**config.mk**
```make
export PLATFORM = sky130hd
export DESIGN_NAME = led_panel_scan_ctrl
export DESIGN_NICKNAME = d
export VERILOG_FILES = /design/src/rtl/led_panel_pkg.sv /design/src/rtl/led_panel_on_timer.sv /design/src/rtl/led_panel_scan_ctrl.sv
export SDC_FILE = /design/constraint.sdc
export NUM_CORES = 1
export LEC_CHECK = 0
export BUFFER_PORTS_ARGS = -buffer_cell sky130_fd_sc_hd__buf_2
export CORE_MARGIN = 2
export CORE_UTILIZATION = 39
export DETAILED_ROUTE_END_ITERATION = 8
export PLACE_DENSITY_LB_ADDON = 0.15
export SLEW_MARGIN = 20
export SYNTH_ARGS = -nofsm -noshare
export SYNTH_HDL_FRONTEND = slang
export SYNTH_SLANG_ARGS = --single-unit
```
**constraint.sdc**
```tcl
create_clock -name clk -period 3.8 [get_ports clk]
set_input_delay 1.14 -clock clk [delete_from_list [all_inputs] [get_ports clk]]
set_output_delay 1.14 -clock clk [all_outputs]
set_load 0.02 [all_outputs]
```
**src/rtl/led_panel_pkg.sv**
```systemverilog
// Shared types and constants for the LED panel row/bit-plane scan controller.
// The on-time helper takes the base on-time explicitly because it is a parameter of the top.
package led_panel_pkg;

  localparam int ROW_W   = 4;
  localparam int PLANE_W = 2;

  typedef enum logic [2:0] {
    IDLE,
    SHIFT,
    WAIT,
    LATCH,
    UNBLANK,
    ON,
    BLANKING,
    ADVANCE
  } state_e;

  function automatic logic [15:0] on_time(input int unsigned base_on,
                                          input logic [PLANE_W-1:0] plane);
    return 16'(base_on << plane);
  endfunction

endpackage

```
**src/rtl/led_panel_on_timer.sv**
```systemverilog
// Loadable down-counter that times the unblanked interval of one bit-plane.
// expired marks the final on-cycle, so the caller can re-blank on the same edge it leaves ON.
module led_panel_on_timer #(
  parameter int PW = 8
) (
  input  logic          clk,
  input  logic          reset,
  input  logic          load,
  input  logic [PW-1:0] load_val,
  input  logic          dec,
  output logic [PW-1:0] value,
  output logic          expired
);

  logic [PW-1:0] count_q, count_d;

  always_comb begin
    count_d = count_q;
    if (load) begin
      count_d = load_val;
    end else if (dec && (count_q != '0)) begin
      count_d = count_q - PW'(1);
    end
  end

  always_ff @(posedge clk) begin
    if (reset) begin
      count_q <= '0;
    end else begin
      count_q <= count_d;
    end
  end

  assign value   = count_q;
  assign expired = (count_q <= PW'(1));

endmodule

```
**src/rtl/led_panel_scan_ctrl.sv**
```systemverilog
// Row/bit-plane scan sequencer: drives shift requests, latch, blank and row address
// for a HUB-style panel using binary-coded modulation of the per-plane on-time.
module led_panel_scan_ctrl
  import led_panel_pkg::*;
#(
  parameter int PLANES  = 2,
  parameter int BASE_ON = 3,
  parameter int PW      = 8
) (
  input  logic               clk,
  input  logic               reset,
  input  logic               enable,
  input  logic [ROW_W-1:0]   rowmax_in,
  input  logic               shift_done,
  output logic               shift_req,
  output logic [ROW_W-1:0]   row_out,
  output logic [PLANE_W-1:0] plane_out,
  output logic               latch_out,
  output logic               blank_out,
  output logic               aclk_out,
  output logic               arst_out,
  output logic               frame_tick
);

  state_e               state_q, state_d;
  logic [ROW_W-1:0]     row_q, row_d;
  logic [ROW_W-1:0]     rowmax_q, rowmax_d;
  logic [PLANE_W-1:0]   plane_q, plane_d;
  logic                 shift_req_q, shift_req_d;
  logic                 latch_q, latch_d;
  logic                 blank_q, blank_d;
  logic                 aclk_q, aclk_d;
  logic                 arst_q, arst_d;
  logic                 frame_tick_q, frame_tick_d;

  logic                 on_load, on_dec, on_expired;
  logic [PW-1:0]        on_value;

  led_panel_on_timer #(.PW(PW)) u_on_timer (
    .clk      (clk),
    .reset    (reset),
    .load     (on_load),
    .load_val (PW'(on_time(BASE_ON, plane_q))),
    .dec      (on_dec),
    .value    (on_value),
    .expired  (on_expired)
  );

  always_comb begin
    state_d      = state_q;
    row_d        = row_q;
    rowmax_d     = rowmax_q;
    plane_d      = plane_q;
    shift_req_d  = 1'b0;
    latch_d      = 1'b0;
    blank_d      = 1'b1;
    aclk_d       = 1'b0;
    arst_d       = 1'b0;
    frame_tick_d = 1'b0;
    on_load      = 1'b0;
    on_dec       = 1'b0;

    case (state_q)
      IDLE: begin
        arst_d  = 1'b1;
        row_d   = '0;
        plane_d = '0;
        if (enable) begin
          rowmax_d = rowmax_in;
          arst_d   = 1'b0;
          state_d  = SHIFT;
        end
      end
      SHIFT: begin
        shift_req_d = 1'b1;
        state_d     = WAIT;
      end
      WAIT: begin
        blank_d = blank_q;
        if (shift_done) begin
          state_d = LATCH;
        end
      end
      LATCH: begin
        latch_d = 1'b1;
        state_d = UNBLANK;
      end
      UNBLANK: begin
        blank_d = 1'b0;
        on_load = 1'b1;
        state_d = ON;
      end
      ON: begin
        // Blank rises on the edge leaving the last on-cycle, giving exactly on_time low cycles.
        on_dec  = 1'b1;
        blank_d = (on_value <= PW'(1));
        if (on_expired) begin
          state_d = BLANKING;
        end
      end
      BLANKING: begin
        state_d = ADVANCE;
      end
      ADVANCE: begin
        if (plane_q < PLANE_W'(PLANES - 1)) begin
          plane_d = plane_q + PLANE_W'(1);
          state_d = SHIFT;
        end else begin
          plane_d = '0;
          state_d = enable ? SHIFT : IDLE;
          if (row_q < rowmax_q) begin
            row_d  = row_q + ROW_W'(1);
            aclk_d = 1'b1;
          end else begin
            row_d        = '0;
            arst_d       = 1'b1;
            frame_tick_d = 1'b1;
            rowmax_d     = rowmax_in;
          end
        end
      end
      default: begin
        state_d = IDLE;
      end
    endcase
  end

  always_ff @(posedge clk) begin
    if (reset) begin
      state_q      <= IDLE;
      row_q        <= '0;
      rowmax_q     <= '0;
      plane_q      <= '0;
      shift_req_q  <= 1'b0;
      latch_q      <= 1'b0;
      blank_q      <= 1'b1;
      aclk_q       <= 1'b0;
      arst_q       <= 1'b1;
      frame_tick_q <= 1'b0;
    end else begin
      state_q      <= state_d;
      row_q        <= row_d;
      rowmax_q     <= rowmax_d;
      plane_q      <= plane_d;
      shift_req_q  <= shift_req_d;
      latch_q      <= latch_d;
      blank_q      <= blank_d;
      aclk_q       <= aclk_d;
      arst_q       <= arst_d;
      frame_tick_q <= frame_tick_d;
    end
  end

  assign shift_req  = shift_req_q;
  assign row_out    = row_q;
  assign plane_out  = plane_q;
  assign latch_out  = latch_q;
  assign blank_out  = blank_q;
  assign aclk_out   = aclk_q;
  assign arst_out   = arst_q;
  assign frame_tick = frame_tick_q;

endmodule
```
==> metrics <==
Synth area leaders=dfxtp_1 35%, ha_1 8.1%, nand2b_1 4.5%; via/cell ratio=around 5.3; Die X=around 67 um; CTS sink cnt=27; Yosys Warn Count=0; # IOs=20; max incr delay on CP=0.43 ns; initial antenna violation count=0; post-synthesis mux area share=0.03993; clock root cell=clkbuf_8; vias in the first global route=1276; FMAX=490.9 MHz; CTS Buf Count=3; H-tree Lvls=1; CP bufs+invs=1; main combinational cell family by area after synthesis=simple AND/OR/NAND/NOR gates; ANT nets after route=0; Max Cap Violations=0; Fin Setup TNS=0 ns; Setup WS post-layout=1.763 ns; Setup violations, final=0; P per Cell Area=401.3 nW/um2; fin crit period=2.037 ns; post-synthesis adder-cell area fraction=0.08150; Worst-Skew Late Latency=0.27 ns; Syn Inst Count=about 160; number of buffers added on ports=19; Clock transition at path regs=0.09 ns; Worst Setup Path Type=reg -> out; wire per inst=13.95 um; Residual DRC=0; Min Hold Slack=approximately 0.48 ns; number of core rows=22; Detailed Place HPWL=2.294 mm; relative slew slack=0.5627; #FFs+latches synth=27; async set-or-reset flop fraction in the synthesized netlist=0; Hold EP=rowmax_q[0]; Core Area=roughly 3700 um2; post-CTS setup buffers=0; RSZ-0062 raised after global routing=no; Synth top area share=0.3521; Leak Pwr=0.7033 nW; EDFF count, synth=0; CP max FO=5; Unique masters post-synth=44; status=completed; post-synthesis simple-gate area fraction=0.2600; endpoints failing hold=0; GRT Resource Usage Total=0.1628; Post-Synth XOR/XNOR Area=0.04564; Arrival @ worst endpoint=0.90 ns; CTS Buffer Depth=2; Routed WL=3.138 mm; Filler Cell Count=381; layout cell share with drive strength beyond 1=0.2090; Hold Crit Depth=2; gr ovfl total=0; hold wc startpoint=rowmax_q[0]; sequential fraction of the synthesis area=0.3521; startpoint types=register; Fin Clk Skew=approximately 0.0032 ns; CTS tree=done; routability cong.=0.8587; Worst Max-Slew Pin Slew=0.6551 ns; top_reg_cell synth=dfxtp_1; Area Overhead vs Synth=10.76%; 1st-pass router iterations=4; die height=66.74 um; FF-to-FF setup slack=1.87 ns; largest net degree at the start of global routing=31; syn nets=179; reg2reg start=plane_out[1]; VDD IR-drop max=0.0001889 V; fin. max-slew vios=0; post-cts gate resize count=0; Avg Inst Size Synth=9.536 um2; mapped cell area=1535 um2; CP max-delay cell=dfxtp_1; Synth Area in Compound Gates=0.1752; Net count, final=196; DIE AREA=approximately 4500 um2; Critical Path, Cell by Cell=buf_2; Vias=between 1000 and 1500; power consumption=682.4 uW; Place WS=1.735 ns; global-route wire length before repair=about 5.7 mm; terminus of the critical flop-to-flop path=rowmax_q[1]; crit end category=output port; r2r worst-path depth=6; Hold Crit Class=reg -> reg; initial drt markers=41; hold buffers post-CTS=0; Initial Util=0.4131; ant diodes=0; Worst Path Required=2.66 ns; Finished Core Util=0.4576; critical path's top delay family=flip-flops; final period utilization=0.5361; largest area contributor in the netlist=dfxtp_1
[cell families (layout without fill, tap and decap cells)]
logic type | Yosys count | in the layout
AND/OR/NAND/NOR | 60 | 60
AO/OA/AOI/OAI | 34 | 34
flip-flops | 27 | 27
buffers and inverters | 16 | 32
adder cells (fa/ha/maj) | 10 | 10
XOR/XNOR | 8 | 8
multiplexers | 6 | 6
[where the power goes]
part	switching [mW]	leakage, nW	internal, mW
logic	0.0996	0.458	0.0794
clock network	0.0898	0.0255	0.0734
registers	0.0351	0.220	0.305
[synth_stat cells (all sizes together), types with 3 or more instances]
cell type / number
inv: 9
a21oi: 8
nor2: 13
or2: 3
nor3: 12
dfxtp: 27
buf: 3
or3: 4
a2111oi: 4
o21ai: 4
a211oi: 6
xnor2: 4
nand2b: 11
clkbuf: 4
xor2: 4
ha: 10
mux2i: 5
[per-layer routing]
layer	GRT usage	routed length, um	part of all wire
met1	0.2173	1573	0.50
met2	0.2725	1435	0.46
met3	0.02872	115	0.037
met4	0.03827	13	0.0041
met5	0	0	0
[cell usage in the layout (no fill, tap or decap), drive strengths merged, types with 2 or more instances in the layout]
| cell | synthesis | layout |
|---|---|---|
| buf | 3 | 19 |
| nand2 | 2 | 2 |
| o31ai | 2 | 2 |
| xor2 | 4 | 4 |
| a31oi | 2 | 2 |
| or3 | 4 | 4 |
| or4 | 2 | 2 |
| xnor2 | 4 | 4 |
| clkbuf | 4 | 3 |
| mux2i | 5 | 5 |
| or3b | 2 | 2 |
| nor4b | 2 | 2 |
| inv | 9 | 9 |
| a2111oi | 4 | 4 |
| a211oi | 6 | 6 |
| nor2 | 13 | 13 |
| nand3 | 2 | 2 |
| o21ai | 4 | 4 |
| a21boi | 2 | 2 |
| nand2b | 11 | 11 |
| or2 | 3 | 3 |
| nor3 | 12 | 12 |
| ha | 10 | 10 |
| o211ai | 2 | 2 |
| dfxtp | 27 | 27 |
| a21oi | 8 | 8 |
[worst max-delay path by stage]
stage	start	to	slack, ns	depth (start not counted)
floorplan	enable	rowmax_q[0]	1.96	3
global placement	enable	rowmax_q[2]	1.75	4
detailed placement	enable	rowmax_q[1]	1.74	4
CTS	row_out[0]	row_out[0]	1.76	1
global route	row_out[0]	row_out[0]	1.72	1
finish	plane_out[1]	plane_out[1]	1.76	1
[state kept, by name (all words and copies together) (netlist names)]
register          count
arst_out              1
u_on_timer.value      8
latch_out             1
state_q               3
row_out               4
frame_tick            1
rowmax_q              4
shift_req             1
aclk_out              1
plane_out             2
blank_out             1
[cell type report]
cell class,instances,area (um2),area share
tap,48,60.06,0.03532
multi-input combinational,118,924.6,0.5438
sequential,27,540.5,0.3179
timing repair buffer,19,95.09,0.05592
inverter,9,33.78,0.01987
clock buffer,3,41.29,0.02428
clock inverter,1,5.005,0.002943
[through the flow]
step	cell area, um2	cells
CTS	1700	225
global placement	1654	221
global route	1700	225
detailed placement	1654	221
finish	1700	225
floorplan	1535	161
No activity file was read; power rests on OpenSTA's default activity.
